===== src/rtl/conv_mac_seq.sv =====
// -----------------------------------------------------------------------------
// conv_mac_seq
//
// Sequencer that time-shares one external signed WIDTH x WIDTH multiplier to
// compute one convolution-window dot product of TAPS pixel/weight pairs.
// Pairs arrive serially on a valid/ready stream. Each accepted pair is
// registered onto the multiplier operands, and the product returned on
// mul_p_i is folded into a signed OUT_WIDTH accumulator on the following
// cycle. One result per window leaves on a valid/ready output, with optional
// ReLU selected by relu_en_i at tap 0.
//
// Ports
//   clk_i        rising-edge clock
//   rst_ni       asynchronous active-low reset
//   clear_i      synchronous abort back to IDLE (no accept in that cycle)
//   in_valid_i   input pair valid
//   in_ready_o   input pair accepted when in_valid_i & in_ready_o
//   in_pixel_i   signed pixel
//   in_weight_i  signed weight
//   relu_en_i    ReLU enable, sampled with tap 0 of each window
//   mul_a_o      registered multiplier operand A (pixel)
//   mul_b_o      registered multiplier operand B (weight)
//   mul_p_i      combinational product mul_a_o * mul_b_o, sign-extended
//   out_valid_o  window result valid
//   out_ready_i  result consumed when out_valid_o & out_ready_i
//   out_data_o   signed window sum, after ReLU if enabled
//   tap_idx_o    index of the next pair to be accepted (0..TAPS-1)
//   busy_o       high whenever the sequencer is not IDLE
// -----------------------------------------------------------------------------
module conv_mac_seq #(
  parameter int WIDTH     = 8,
  parameter int OUT_WIDTH = 20,
  parameter int TAPS      = 9
) (
  input  logic                 clk_i,
  input  logic                 rst_ni,
  input  logic                 clear_i,
  input  logic                 in_valid_i,
  output logic                 in_ready_o,
  input  logic [WIDTH-1:0]     in_pixel_i,
  input  logic [WIDTH-1:0]     in_weight_i,
  input  logic                 relu_en_i,
  output logic [WIDTH-1:0]     mul_a_o,
  output logic [WIDTH-1:0]     mul_b_o,
  input  logic [OUT_WIDTH-1:0] mul_p_i,
  output logic                 out_valid_o,
  input  logic                 out_ready_i,
  output logic [OUT_WIDTH-1:0] out_data_o,
  output logic [3:0]           tap_idx_o,
  output logic                 busy_o
);

  // Sequencer states
  localparam logic [1:0] ST_IDLE  = 2'd0;
  localparam logic [1:0] ST_MAC   = 2'd1;
  localparam logic [1:0] ST_DRAIN = 2'd2;
  localparam logic [1:0] ST_DONE  = 2'd3;

  localparam logic [3:0] FIRST_TAP = 4'd0;
  localparam logic [3:0] LAST_TAP  = 4'(TAPS - 1);

  // State and registered outputs
  logic [1:0]           state_q,     state_d;
  logic                 in_ready_q,  in_ready_d;
  logic                 out_valid_q, out_valid_d;
  logic                 busy_q,      busy_d;
  logic [3:0]           tap_idx_q,   tap_idx_d;

  // Multiply pipeline flags: describe the pair currently on mul_a/mul_b
  logic                 p_vld_q,     p_vld_d;
  logic                 p_first_q,   p_first_d;
  logic                 p_last_q,    p_last_d;
  logic                 relu_q,      relu_d;

  // Datapath registers
  logic [WIDTH-1:0]     mul_a_q,     mul_a_d;
  logic [WIDTH-1:0]     mul_b_q,     mul_b_d;
  logic [OUT_WIDTH-1:0] acc_q,       acc_d;
  logic [OUT_WIDTH-1:0] out_data_q,  out_data_d;

  // Combinational helpers
  logic                 accept_s;
  logic                 first_tap_s;
  logic                 last_tap_s;
  logic                 handshake_s;
  logic [OUT_WIDTH-1:0] sum_s;

  // Handshake qualifiers; clear suppresses any accept in its cycle
  always_comb begin
    accept_s    = in_valid_i & in_ready_q & ~clear_i;
    first_tap_s = (tap_idx_q == FIRST_TAP);
    last_tap_s  = (tap_idx_q == LAST_TAP);
    handshake_s = out_valid_q & out_ready_i;
  end

  // Window sum including the product now on mul_p_i; the first tap
  // replaces the accumulator so no residue of a previous window survives
  always_comb begin
    if (p_first_q) begin
      sum_s = mul_p_i;
    end else begin
      sum_s = acc_q + mul_p_i;
    end
  end

  // Next-state logic of the sequencer
  always_comb begin
    state_d = state_q;
    if (clear_i) begin
      state_d = ST_IDLE;
    end else begin
      case (state_q)
        ST_IDLE: begin
          if (accept_s) begin
            state_d = last_tap_s ? ST_DRAIN : ST_MAC;
          end else begin
            state_d = ST_IDLE;
          end
        end
        ST_MAC: begin
          if (accept_s && last_tap_s) begin
            state_d = ST_DRAIN;
          end else begin
            state_d = ST_MAC;
          end
        end
        ST_DRAIN: begin
          state_d = ST_DONE;
        end
        ST_DONE: begin
          // out_valid is raised one cycle into DONE, so leaving DONE
          // needs an actual handshake and not just out_ready_i
          if (handshake_s) begin
            state_d = ST_IDLE;
          end else begin
            state_d = ST_DONE;
          end
        end
        default: begin
          state_d = ST_IDLE;
        end
      endcase
    end
  end

  // Registered status outputs derived from the upcoming state
  always_comb begin
    in_ready_d = (state_d == ST_IDLE) || (state_d == ST_MAC);
    busy_d     = (state_d != ST_IDLE);
    // out_data is written on the DRAIN->DONE edge; valid follows one
    // cycle later and then holds until the handshake
    if (clear_i) begin
      out_valid_d = 1'b0;
    end else if (state_q == ST_DONE) begin
      out_valid_d = ~handshake_s;
    end else begin
      out_valid_d = 1'b0;
    end
  end

  // Tap counter and multiply pipeline flags
  always_comb begin
    if (clear_i) begin
      tap_idx_d = 4'd0;
      p_vld_d   = 1'b0;
      p_first_d = 1'b0;
      p_last_d  = 1'b0;
    end else if (accept_s) begin
      tap_idx_d = last_tap_s ? 4'd0 : (tap_idx_q + 4'd1);
      p_vld_d   = 1'b1;
      p_first_d = first_tap_s;
      p_last_d  = last_tap_s;
    end else begin
      tap_idx_d = tap_idx_q;
      p_vld_d   = 1'b0;
      p_first_d = 1'b0;
      p_last_d  = 1'b0;
    end
  end

  // Operand capture and ReLU mode latch on accept
  always_comb begin
    if (accept_s) begin
      mul_a_d = in_pixel_i;
      mul_b_d = in_weight_i;
    end else begin
      mul_a_d = mul_a_q;
      mul_b_d = mul_b_q;
    end
    if (accept_s && first_tap_s) begin
      relu_d = relu_en_i;
    end else begin
      relu_d = relu_q;
    end
  end

  // Accumulation and result capture; clear leaves both registers untouched
  always_comb begin
    if (!clear_i && p_vld_q) begin
      acc_d = sum_s;
    end else begin
      acc_d = acc_q;
    end
    if (!clear_i && p_last_q) begin
      if (relu_q && sum_s[OUT_WIDTH-1]) begin
        out_data_d = {OUT_WIDTH{1'b0}};
      end else begin
        out_data_d = sum_s;
      end
    end else begin
      out_data_d = out_data_q;
    end
  end

  // State, control and datapath registers
  always_ff @(posedge clk_i or negedge rst_ni) begin
    if (!rst_ni) begin
      state_q     <= ST_IDLE;
      in_ready_q  <= 1'b0;
      out_valid_q <= 1'b0;
      busy_q      <= 1'b0;
      tap_idx_q   <= 4'd0;
      p_vld_q     <= 1'b0;
      p_first_q   <= 1'b0;
      p_last_q    <= 1'b0;
      relu_q      <= 1'b0;
      mul_a_q     <= {WIDTH{1'b0}};
      mul_b_q     <= {WIDTH{1'b0}};
      acc_q       <= {OUT_WIDTH{1'b0}};
      out_data_q  <= {OUT_WIDTH{1'b0}};
    end else begin
      state_q     <= state_d;
      in_ready_q  <= in_ready_d;
      out_valid_q <= out_valid_d;
      busy_q      <= busy_d;
      tap_idx_q   <= tap_idx_d;
      p_vld_q     <= p_vld_d;
      p_first_q   <= p_first_d;
      p_last_q    <= p_last_d;
      relu_q      <= relu_d;
      mul_a_q     <= mul_a_d;
      mul_b_q     <= mul_b_d;
      acc_q       <= acc_d;
      out_data_q  <= out_data_d;
    end
  end

  assign in_ready_o  = in_ready_q;
  assign out_valid_o = out_valid_q;
  assign busy_o      = busy_q;
  assign tap_idx_o   = tap_idx_q;
  assign mul_a_o     = mul_a_q;
  assign mul_b_o     = mul_b_q;
  assign out_data_o  = out_data_q;

endmodule


===== config.mk =====
export PLATFORM = sky130hd
export DESIGN_NAME = conv_mac_seq
export DESIGN_NICKNAME = d
export VERILOG_FILES = /design/src/rtl/conv_mac_seq.sv
export SDC_FILE = /design/constraint.sdc
export NUM_CORES = 1
export LEC_CHECK = 0
export ABC_AREA = 1
export CAP_MARGIN = 20
export CELL_PAD_IN_SITES_DETAIL_PLACEMENT = 1
export CELL_PAD_IN_SITES_GLOBAL_PLACEMENT = 2
export CORE_MARGIN = 2
export CORE_UTILIZATION = 31
export CTS_CLUSTER_DIAMETER = 30
export DETAILED_ROUTE_END_ITERATION = 8
export HOLD_SLACK_MARGIN = 0.08
export PLACE_DENSITY_LB_ADDON = 0.1
export SKIP_CTS_REPAIR_TIMING = 1
export SLEW_MARGIN = 15
export SYNTH_ARGS = -nofsm -noshare
export SYNTH_HDL_FRONTEND = slang
export SYNTH_SLANG_ARGS = --single-unit

===== constraint.sdc =====
create_clock -name clk_i -period 2.85 [get_ports clk_i]
set_input_delay 0.4275 -clock clk_i [delete_from_list [all_inputs] [get_ports clk_i]]
set_output_delay 0.4275 -clock clk_i [all_outputs]
set_load 0.005 [all_outputs]

---- Word level (Yosys, flattened, before mapping) ----
Cells that the tools add are included.
operators by class
  add/sub/neg operators ................... 2
  equal/unequal tests ..................... 5
  multiplexer cells ....................... 19
  bitwise gates (word level) .............. 5
  reductions and logical operators ........ 12
operators by type and width
  operator             count
  $mux 20              2
  $add 20x20->20       1
  $mux 4               3
  $mux 2               5
  $mux 1               8
  $pmux 2 s4           1
  $logic_and 1x1->1    5
  $add 4x1->4 const B  1
  $eq 2x1->1 const B   2
  $eq 2x2->1 const B   2
  $eq 4x4->1 const B   1
  $logic_not 2->1      2
  $logic_not 4->1      1
  $reduce_bool 2->1    2
  $and 1x1->1          3
  $not 1->1            2
  $logic_not 1->1      1
  $logic_or 1x1->1     1
storage, ports and cells
  flip-flop bits (word level) ............. 69
  input port bits ......................... 42
  output and inout bits ................... 43
  logic and storage cells ................. 56

---- Longest topological paths before layout ----
  depth in word-level cells ............... 8
  depth in mapped cells ................... 15
  depth with buffers taken out ............ 14

---- Worst setup path after synthesis ----
No wires, ideal clock.
  kind .................................... input-to-reg
  start ................................... input mul_p_i[0]
  end ..................................... register out_data_q[14], in the netlist out_data_o[14]
  setup time .............................. 115 ps
  arrival ................................. 1850 ps
  required time ........................... 2735 ps
  setup slack ............................. 884 ps
  stages .................................. 12
  path buffers ............................ 0
  cells stage by stage .................... ha_1 > fa_1 > nand3_1 > nand3_1 > a21oi_1 > inv_1 > nand2_1 > nand3b_1 > nand3_1 > nand2_1 > nand3_2 > nand2_2
between the ends
  longest elaborated chain between the ends .. 4
RTL lines
  what                    RTL line  source
  start: declaration      45        input logic [OUT_WIDTH-1:0] mul_p_i,
  $add 20x20->20 (*)      102       sum_s = acc_q + mul_p_i;
  $mux 20 (*)             99        if (p_first_q) begin
  $logic_and 1x1->1       205       if (relu_q && sum_s[OUT_WIDTH-1]) begin
  $mux 20 (*)             205
  end signal: assignment  230       out_data_q <= {OUT_WIDTH{1'b0}};
  end signal: assignment  244       out_data_q <= out_data_d;
  end: declaration        79        logic [OUT_WIDTH-1:0] out_data_q, out_data_d;
Mark *: on every way between the ends. The rest lies on a longest branch, timed or not.
A chain may end at the register's enable or synchronous reset.

---- Final worst setup path ----
  start ................................... input mul_p_i[14]
  end ..................................... register out_data_q[11], in the netlist out_data_o[11]
between the ends
  longest elaborated chain between the ends .. 4
RTL lines
  what               RTL line
  $add 20x20->20     102
  $mux 20            99
  $logic_and 1x1->1  205
  $mux 20            205
Every way passes these cells.

==> impl_results.md <==
* Max Fanout on Critical Path at 19
* Unrepaired setup endpoints after global routing: false
* Critical Path Max Stage Delay at 460 ps
* Placed inst area at 0.00532 mm²
* Total grt overflow at 0
* CTS Buf Count at 9
* Met2 wire length at 6640 µm
* Number of port buffers at 84
* Setup_tns at 0 ps
* CTS root buf: clkbuf_16
* Gate Count Post-Synth at 577
* Vias at 4004
* Vias/cell at 4.71
* Startpoint Class: input pin
* I/O pins at 85
* Min setup slack post-route at 396 ps
* Die area at 0.0147 mm²
* Pre-CTS setup slack at 13.7 ps
* Row count at 42
* Placer Congestion at 0.823
* Pwr dens at 814 mW/mm²
* Crit Path Category: input pin to flop
* WL/cell at 15.7 µm
* DR top layer: met4
* CTS tree: built
* WL met1 at 5960 µm
* Post-synthesis cell area at 0.00426 mm²
* Final min period at 2450 ps
* Tot GR Track Use at 0.197
* Share of cells above drive strength 1 at 0.113
* Final net count at 733
* Setup crit end kind: flop
* WP data arrival at 2680 ps
* Sequential area share after synthesis at 0.406
* Relative slew slack at 0.618
* Drt drc at 0
* Area added between synthesis and finish at 31.7%
* Initial antenna violation count at 0
* Pleak at 2.78 nW
* Die height at 121 µm
* Max-cap violations at 0
* Min Hold Slack at 110 ps
* CTS sink count at 69
* Iteration count of the initial detailed-routing pass at 4
* Initial drt markers at 121
* Clk Latency, worst-skew pair at 340 ps
* FMAX at 408 MHz
* First-pass GRT wire length at 22200 µm
* Starting Density at 0.319
* Net count after synthesis at 641
* Cell area after layout at 0.00561 mm²
* Met3 routed WL at 602 µm
* Hold Fails Final Rpt at 0
* CTS max path bufs at 2
* Pins Over Slew Limit at 0
* Die W at 121 µm
* Number of global-route vias before repair at 4327
* Worst-Margin Slew at 572 ps
* Setup slack, reg-to-reg at 580 ps
* Worst vdd ir at 0.000359 V
* Avg Cell Area, Syn at 7.38 µm²
* WP data required at 3080 ps
* Detail Placement HPWL at 9930 µm
* ANT nets after route at 0
* Setup violators final at 0
* Clk_skew at 6.11 ps
* Crit path cell chain: clkdlybuf4s50_1 -> ha_1 -> nand2_2 -> inv_1 -> nand2_1 -> nand2_1 -> a21oi_1 -> nand4_1 -> nand3_2 -> nand3_4 -> nand3_1 -> nand2_1
* H-tree depth at 3
* Clock-pin slew on the worst setup and hold paths at 60 ps
* Final core utilization at 0.420
* Hold Crit Class: input pin to asynchronous set/reset pin
* Crit share post-route at 0.861
* Critical Path Slowest Stage Cell: clkdlybuf4s50_1
* FF+latch count, synth at 69
* Yosys warns at 0
* Largest net degree at the start of global routing at 70
* Diode count at 0
* Worst R2R Path Depth at 11
* Synth cell types at 37
* Outcome: completed
* Core area at 0.0133 mm²
* Total Wirelength at 13300 µm
* Worst path most repeated cell: nand2_1
-- cell usage in the layout (no fill, tap or decap), types with 2 or more instances in the layout --
| cell | n |
|---|---|
| or2_0 | 2 |
| nand3b_1 | 4 |
| or2_2 | 4 |
| o21ai_1 | 3 |
| nand2_1 | 215 |
| o22ai_1 | 2 |
| xnor2_1 | 2 |
| nor2_2 | 3 |
| a31oi_1 | 14 |
| clkdlybuf4s50_1 | 83 |
| inv_2 | 10 |
| clkinv_1 | 2 |
| clkbuf_1 | 2 |
| dfrtp_1 | 69 |
| nand3_2 | 12 |
| o21ai_0 | 16 |
| a21oi_1 | 17 |
| nand3_1 | 46 |
| o21bai_1 | 2 |
| nand4_1 | 4 |
| clkbuf_16 | 9 |
| nor2_1 | 35 |
| nor2_4 | 2 |
| or2_1 | 2 |
| ha_1 | 21 |
| nand2_2 | 15 |
| nor3_1 | 4 |
| buf_4 | 9 |
| inv_1 | 50 |
-- synthesized netlist by cell type --
cell | count | area [µm²]
o22ai_1 | 2 | 12.5
dfrtp_1 | 69 | 1730
fa_1 | 1 | 20.0
nand3b_1 | 4 | 30.0
o21ai_1 | 3 | 15.0
clkbuf_8 | 2 | 27.5
nor2_4 | 2 | 22.5
nand4_1 | 4 | 25.0
nor4_1 | 1 | 6.26
inv_4 | 1 | 6.26
nor2_2 | 3 | 18.8
nor2_1 | 35 | 131
o21ai_0 | 16 | 80.1
or2_1 | 2 | 12.5
inv_2 | 10 | 37.5
a21oi_2 | 1 | 8.76
a31oi_1 | 14 | 87.6
o21bai_1 | 2 | 15.0
or2_0 | 2 | 12.5
buf_12 | 1 | 20.0
nand3_2 | 12 | 120
buf_1 | 2 | 7.51
ha_1 | 21 | 263
nand2_1 | 215 | 807
nand2_4 | 1 | 11.3
nor3_1 | 4 | 20.0
nand2_2 | 15 | 93.8
nand3_1 | 46 | 230
xnor2_1 | 2 | 17.5
inv_1 | 50 | 188
or2_2 | 4 | 25.0
clkinv_1 | 2 | 7.51
a21oi_1 | 17 | 85.1
clkbuf_1 | 8 | 30.0
xor2_1 | 1 | 8.76
nand3_4 | 1 | 17.5
nor3_2 | 1 | 10.0
-- final cells by class --
cell class | instances | area (µm²)
inverter | 63 | 239
clock buffer | 11 | 233
multi-input combinational | 432 | 2210
sequential | 69 | 1730
fill | 1681 | 7740
timing repair buffer | 94 | 923
clock inverter | 5 | 60.1
tap | 176 | 220
-- worst max-delay path, delay by kind of cell --
kind,cells,cell delay (ps)
simple gates,8,1100
fa+ha+maj,1,410
buf+inv,2,500
compound gates,1,240
-- per-stage QoR --
step / total power [mW] / cells
2_1_floorplan: 2.75 / 577
3_3_place_gp: 3.42 / 834
3_5_place_dp: 3.46 / 834
4_1_cts: 4.63 / 850
5_1_grt: 4.99 / 850
6_report: 4.56 / 850
-- logic make-up after synthesis --
logic type                 share of synthesized area
adders and majority gates                     0.0664
AOI/OAI and AO/OA                             0.0714
xor gates and xnor gates                     0.00617
buffers and inverters                         0.0761
and+or+nand+nor                                0.374
DFF                                            0.406
-- flip-flops by register name, summed over array words and instances (netlist names) --
signal and flops:
acc_q 20, out_data_o 20, p_first_q 1, mul_a_o 8, p_last_q 1, mul_b_o 8
in_ready_o 1, tap_idx_o 4, state_q 2, relu_q 1, out_valid_o 1, p_vld_q 1
busy_o 1
-- path summary, 6_finish.rpt --
kind | from | end
min in group clk_i | mul_b_o[0]$_DFFE_PN0P_ | mul_b_o[0]$_DFFE_PN0P_
max in group asynchronous | rst_ni | acc_q[17]$_DFFE_PN0P_
hold reg to reg | mul_b_o[0]$_DFFE_PN0P_ | mul_b_o[0]$_DFFE_PN0P_
setup / recovery | mul_p_i[14] | out_data_o[11]$_DFFE_PN0P_
setup reg to reg | acc_q[16]$_DFFE_PN0P_ | out_data_o[11]$_DFFE_PN0P_
hold / removal | rst_ni | mul_b_o[1]$_DFFE_PN0P_
-- where the power goes --
part	internal [mW]	total, mW	leakage (nW)	switching, mW
clock network	0.682	1.14	0.140	0.460
registers	1.16	1.27	0.874	0.110
logic	0.794	2.15	1.76	1.36
total	2.64	4.56	2.78	1.93
-- routing by layer --
metal | vias to the layer above | global-route usage
met5 | - | 0
met4 | 0 | 0.0474
met2 | 66 | 0.340
li1 | 2027 | -
met1 | 1897 | 0.243
met3 | 14 | 0.0540
Power figures use the tool's default switching activity.
